## src/rtl/delivery_game_engine.sv

```systemverilog
// Multi-lane scrolling delivery game: row generator (LFSR or test rows), lives, score, win/lose FSM.
// One map step every TICK_BASE>>speed PLAY cycles plus STEP/CHECK; no backpressure, outputs registered.
module delivery_game_engine #(
  parameter int          LANES     = 4,
  parameter int          MAP_LEN   = 16,
  parameter int          SCORE_W   = 4,
  parameter int          LIVES     = 3,
  parameter int          WIN_SCORE = 10,
  parameter int          TICK_BASE = 50_000_000,
  parameter int          TICK_W    = 26,
  parameter logic [15:0] SEED      = 16'hACE1
) (
  input  logic                       clock,
  input  logic                       reset,
  input  logic                       jogar,
  input  logic [1:0]                 dificuldade,
  input  logic [1:0]                 velocidade,
  input  logic                       velocidade_valida,
  input  logic [LANES-1:0]           botoes,
  input  logic                       modo_teste,
  input  logic [LANES-1:0]           linha_obstaculo,
  input  logic [LANES-1:0]           linha_objetivo,
  output logic [3:0]                 estado,
  output logic [SCORE_W-1:0]         pontuacao,
  output logic [2:0]                 vidas,
  output logic                       pronto,
  output logic                       venceu,
  output logic [2:0]                 db_player_position,
  output logic [LANES*MAP_LEN-1:0]   db_map_obstacle,
  output logic [LANES*MAP_LEN-1:0]   db_map_objective
);

  localparam int NB = LANES * MAP_LEN;

  typedef enum logic [3:0] {
    S_IDLE  = 4'd0,
    S_INIT  = 4'd1,
    S_PLAY  = 4'd2,
    S_STEP  = 4'd3,
    S_CHECK = 4'd4,
    S_OVER  = 4'd5,
    S_WIN   = 4'd6
  } state_t;

  state_t              state_q, state_d;
  logic [NB-1:0]       obs_q, obs_d;
  logic [NB-1:0]       obj_q, obj_d;
  logic [SCORE_W-1:0]  score_q, score_d;
  logic [2:0]          lives_q, lives_d;
  logic [2:0]          lane_q, lane_d;
  logic [15:0]         lfsr_q, lfsr_d;
  logic [1:0]          vel_q, vel_d;
  logic [TICK_W-1:0]   tick_q, tick_d;

  logic [2:0]          spd_sum;
  logic [1:0]          spd_lvl;
  logic [TICK_W-1:0]   period_m1;
  logic [LANES-1:0]    raw_obs, new_obs, new_obj;
  logic                lfsr_fb;
  logic [2:0]          btn_idx;
  logic [NB-1:0]       row0_mask;
  logic                hit_obs, hit_obj;
  logic [SCORE_W-1:0]  score_inc;

  // Step period; the >= compare lets a speed-up take effect even when the counter is already past it.
  always_comb begin
    spd_sum   = {1'b0, dificuldade} + {1'b0, vel_q};
    spd_lvl   = (spd_sum > 3'd3) ? 2'd3 : spd_sum[1:0];
    period_m1 = TICK_W'((TICK_BASE >> spd_lvl) - 1);
  end

  always_comb begin
    raw_obs = modo_teste ? linha_obstaculo : (lfsr_q[LANES-1:0] & lfsr_q[LANES+7:8]);
    new_obs = raw_obs;
    if (&raw_obs) new_obs[0] = 1'b0;
    if (modo_teste) new_obj = linha_objetivo & ~new_obs;
    else new_obj = ~raw_obs & (lfsr_q[LANES-1:0] ^ lfsr_q[LANES+7:8]) & {LANES{lfsr_q[15]}};
    lfsr_fb = lfsr_q[15] ^ lfsr_q[13] ^ lfsr_q[12] ^ lfsr_q[10];
  end

  always_comb begin
    btn_idx = 3'd0;
    for (int l = LANES - 1; l >= 0; l--) begin
      if (botoes[l]) btn_idx = 3'(l);
    end
  end

  // Row-0 cell of the player's lane, as a mask over the flattened map.
  always_comb begin
    row0_mask = '0;
    for (int l = 0; l < LANES; l++) begin
      row0_mask[l*MAP_LEN] = (lane_q == 3'(l));
    end
    hit_obs   = |(obs_q & row0_mask);
    hit_obj   = |(obj_q & row0_mask);
    score_inc = score_q + SCORE_W'(1);
  end

  always_comb begin
    state_d = state_q;
    obs_d   = obs_q;
    obj_d   = obj_q;
    score_d = score_q;
    lives_d = lives_q;
    lane_d  = lane_q;
    lfsr_d  = lfsr_q;
    tick_d  = tick_q;
    vel_d   = velocidade_valida ? velocidade : vel_q;
    case (state_q)
      S_IDLE, S_OVER, S_WIN: begin
        if (jogar) state_d = S_INIT;
      end
      S_INIT: begin
        obs_d   = '0;
        obj_d   = '0;
        tick_d  = '0;
        score_d = '0;
        lives_d = 3'(LIVES);
        lane_d  = 3'd0;
        lfsr_d  = SEED;
        state_d = S_PLAY;
      end
      S_PLAY: begin
        if (|botoes) lane_d = btn_idx;
        if (tick_q >= period_m1) begin
          tick_d  = '0;
          state_d = S_STEP;
        end else begin
          tick_d = tick_q + TICK_W'(1);
        end
      end
      S_STEP: begin
        for (int l = 0; l < LANES; l++) begin
          for (int r = 0; r < MAP_LEN - 1; r++) begin
            obs_d[l*MAP_LEN+r] = obs_q[l*MAP_LEN+r+1];
            obj_d[l*MAP_LEN+r] = obj_q[l*MAP_LEN+r+1];
          end
          obs_d[l*MAP_LEN+MAP_LEN-1] = new_obs[l];
          obj_d[l*MAP_LEN+MAP_LEN-1] = new_obj[l];
        end
        lfsr_d  = {lfsr_q[14:0], lfsr_fb};
        state_d = S_CHECK;
      end
      S_CHECK: begin
        if (hit_obs) begin
          obs_d   = obs_q & ~row0_mask;
          lives_d = lives_q - 3'd1;
          state_d = (lives_q == 3'd1) ? S_OVER : S_PLAY;
        end else if (hit_obj) begin
          obj_d   = obj_q & ~row0_mask;
          score_d = score_inc;
          state_d = (score_inc == SCORE_W'(WIN_SCORE)) ? S_WIN : S_PLAY;
        end else begin
          state_d = S_PLAY;
        end
      end
      default: state_d = S_IDLE;
    endcase
  end

  always_ff @(posedge clock) begin
    if (reset) begin
      state_q <= S_IDLE;
      obs_q   <= '0;
      obj_q   <= '0;
      score_q <= '0;
      lives_q <= 3'd0;
      lane_q  <= 3'd0;
      lfsr_q  <= SEED;
      vel_q   <= 2'd0;
      tick_q  <= '0;
    end else begin
      state_q <= state_d;
      obs_q   <= obs_d;
      obj_q   <= obj_d;
      score_q <= score_d;
      lives_q <= lives_d;
      lane_q  <= lane_d;
      lfsr_q  <= lfsr_d;
      vel_q   <= vel_d;
      tick_q  <= tick_d;
    end
  end

  assign estado             = state_q;
  assign pontuacao          = score_q;
  assign vidas              = lives_q;
  assign pronto             = (state_q == S_OVER) || (state_q == S_WIN);
  assign venceu             = (state_q == S_WIN);
  assign db_player_position = lane_q;
  assign db_map_obstacle    = obs_q;
  assign db_map_objective   = obj_q;

endmodule

```

## config.mk

```make
export PLATFORM = sky130hd
export DESIGN_NAME = delivery_game_engine
export DESIGN_NICKNAME = d
export VERILOG_FILES = /design/src/rtl/delivery_game_engine.sv
export SDC_FILE = /design/constraint.sdc
export NUM_CORES = 1
export LEC_CHECK = 0
export BUFFER_PORTS_ARGS = -buffer_cell sky130_fd_sc_hd__clkbuf_2
export CORE_AREA = 2 2 157 128
export CTS_BUF_LIST = sky130_fd_sc_hd__clkbuf_2
export DETAILED_ROUTE_END_ITERATION = 16
export DIE_AREA = 0 0 159 130
export PLACE_DENSITY_LB_ADDON = 0.25
export SLEW_MARGIN = 20
export SYNTH_ARGS = -nofsm -noshare
export SYNTH_HDL_FRONTEND = slang
export SYNTH_SLANG_ARGS = --single-unit
```

## constraint.sdc

```tcl
create_clock -name clock -period 4.9 [get_ports clock]
set_clock_uncertainty 0.15 [all_clocks]
set_input_delay 0.49 -clock clock [delete_from_list [all_inputs] [get_ports clock]]
set_output_delay 0.49 -clock clock [all_outputs]
set_load 0.01 [all_outputs]
```

==> reports/metrics.csv <==
stage,metric,value,unit
outcome,status,"finished, final reports clean",
worst_setup_path,critical_path_class,register to register,
clocking,cts_tree,yes,
pwr,cellPowerDensity,311,mW/mm^2
sta,slew-limit-headroom,31.2,%
clocking,path_clk_slew,280,ps
floorplan,core.rowCount,46,
worst_setup_path,critPathCaptureType,register,
floorplan,core,0.0193,mm^2
global_routing,grt.total_usage,20.8,%
global_routing,grt_pass1_vias,6712,
synth,synth.distinct_cells,62,
flow_run,maxCapViolCount,0,
clocking,postCtsSetupBuffers,0,
synth,ys.warnings.count,0,
sta,holdWs,81.1,ps
sta,hold_violations,0,
place,io_buffers,162,
pwr,peakVddDrop,0.198,mV
synth,async_flop_share,0,%
drt,drt-initial-drc-count,974,
clocking,h-tree-depth,4,
drt,wl,22400,um
worst_setup_path,cp_data_required_time,5420,ps
drt,routedWlPerCell,15.7,um
sta,setup_tns,0,ps
place,hpwl,14400,um
drt,drc_errors,0,
final_layout,area_growth,15.6,%
place,post_dp_cell_area,0.00916,mm^2
sta,tightestPinTransition,1030,ps
sta,setup_viol,0,
synth,syn_area,0.00829,mm^2
worst_setup_path,critPathMaxFanout,20,
synth,synth_edf_count,0,
synth,avgSynthCellArea,8.09,um^2
drt,routed-via-count,7665,
global_routing,grt_max_degree,97,
global_routing,antenna_found_initial,1,
final_layout,fin_area,0.00958,mm^2
floorplan,fp.dieH,130,um
global_routing,grt_pass1_wl,35200,um
floorplan,die-width,159,um
drt,first_pass_iters,6,
synth,yosysSeqAreaShare,44.5,%
synth,ys.flop_type,dfxtp_1,
clocking,cts_sinks,184,
place,place_congestion,0.847,
final_layout,final_cell_mix,"dfxtp_1, clkbuf_2, nand2_1",
clocking,cts_inserted_buffers,17,
synth,syn-instance-count,1024,
floorplan,ios,165,
clocking,clock_tree.root_cell,clkbuf_2,
synth,ys_seq_elements,184,
worst_setup_path,critical_path_arrival,4460,ps
final_layout,drive_gt1_share,18.8,%
sta,drv_slew,0,
sta,period_needed,3940,ps
global_routing,gr-total-overflow,0,
drt,vias_per_cell,5.38,
final_layout,final_nets,1198,
sta,rsz0062_at_grt,false,
floorplan,initial_core_util,42.9,%
clocking,cts_buffer_depth,2,
worst_setup_path,start_kind,register,
pwr,leakage,0.00369,uW
worst_hold_path,hold_path.class,input pin to register,
sta,fin_crit_sh,80.4,%
floorplan,dieArea,0.0207,mm^2
clocking,insertion_delay,750,ps
pwr,finalPower,2980,uW
final_layout,layout.cells.most_common,dfxtp_1,
sta,fmax,254,MHz
drt,ant_nets,0,
[cells in the mapped netlist (3+ instances only)]
library cell | instances | area, um^2
or4_1 | 4 | 30.0
o21ai_1 | 7 | 35.0
mux2_2 | 3 | 33.8
clkbuf_1 | 63 | 236
nor2b_1 | 10 | 62.6
a22oi_1 | 8 | 60.1
a41oi_1 | 5 | 43.8
or3_1 | 5 | 31.3
mux2i_1 | 9 | 90.1
nor3b_1 | 8 | 60.1
buf_2 | 7 | 35.0
o21ai_0 | 22 | 110
nand4_1 | 12 | 75.1
and2_1 | 6 | 37.5
or2_1 | 6 | 37.5
a21oi_1 | 154 | 771
a32oi_1 | 3 | 26.3
nor2_1 | 46 | 173
xor2_1 | 5 | 43.8
dfxtp_1 | 184 | 3680
and4_1 | 3 | 26.3
a2111oi_0 | 8 | 70.1
a31oi_1 | 4 | 25.0
nand3b_1 | 3 | 22.5
nand2b_1 | 8 | 50.1
and3_1 | 3 | 18.8
inv_1 | 17 | 63.8
o22ai_1 | 3 | 18.8
a21o_1 | 12 | 90.1
buf_1 | 12 | 45.0
nand3_1 | 134 | 671
xnor2_1 | 6 | 52.6
nand2_1 | 165 | 619
ha_1 | 28 | 350
nor3_1 | 13 | 65.1
[critical path: stages (launching register included)]
cell,delay (ps)
dfxtp_1,390
ha_1,190
fa_1,530
nor2_1,100
nor2_1,230
inv_1,70
ha_1,290
a21oi_1,160
o221ai_1,110
a2111oi_0,550
or2_1,660
nand3_1,220
o22ai_1,210
[per-stage QoR]
| stage | worst slack [ps] | utilization [%] | cells |
|---|---|---|---|
| floorplan | 1220 | - | 1027 |
| global placement | 764 | 47.4 | 1374 |
| detailed placement | 775 | 47.4 | 1374 |
| CTS | 955 | 49.5 | 1424 |
| global route | 542 | 49.5 | 1426 |
| finish | 961 | 49.5 | 1426 |
[final timing paths]
| check | slack [ps] | cells after the start | startpoint | end |
|---|---|---|---|---|
| max reg2reg | 960 | 12 | vel_q[0] | tick_q[12] |
| min reg2reg | 320 | 2 | lfsr_q[14] | lfsr_q[14] |
| max | 960 | 12 | vel_q[0] | tick_q[12] |
| min | 80 | 5 | linha_obstaculo[0] | db_map_obstacle[15] |
[flip-flops by register name, indices dropped and copies added, names as in the netlist]
signal              cells
db_map_obstacle        64
db_map_objective       64
vel_q                   2
pontuacao               4
estado                  3
tick_q                 26
lfsr_q                 16
vidas                   3
db_player_position      2
[metal layers]
metal	track usage [%]	vias up	part of all wire [%]
met5	0	-	0
met4	3.42	0	0.64
met3	5.37	15	6.7
met2	31.3	237	44
met1	30.4	3566	49
li1	-	3847	-
[kinds of logic after synthesis]
kind of cell	share of synthesized area [%]
AO/OA/AOI/OAI	17.4
XOR/XNOR	1.16
adder cells (fa/ha/maj)	4.47
other	0.0906
buffers and inverters	5.04
AND/OR/NAND/NOR	25.3
multiplexers	2.04
flip-flops	44.5
[layout make-up]
type,count,area (um^2)
Fill cell,1922,9760
Multi-Input combinational cell,740,4210
Sequential cell,184,3690
Timing Repair Buffer,188,1060
Tap cell,264,330
Clock inverter,14,136
Clock buffer,18,90.1
Inverter,17,63.8
Antenna cell,1,2.50
[report_power, final]
group	internal [uW]	switching [uW]	leakage, uW	total (uW)
clock	160	588	0.000132	748
combinational	162	452	0.00208	614
sequential	1530	87.5	0.00148	1620
[repair_timing]
item / 4_1_cts / 5_1_grt
gates resized for setup: 0 / 0
endpoints found under the hold margin: 79 / 1
hold buffers: 18 / 1
Power figures use the tool's default switching activity.
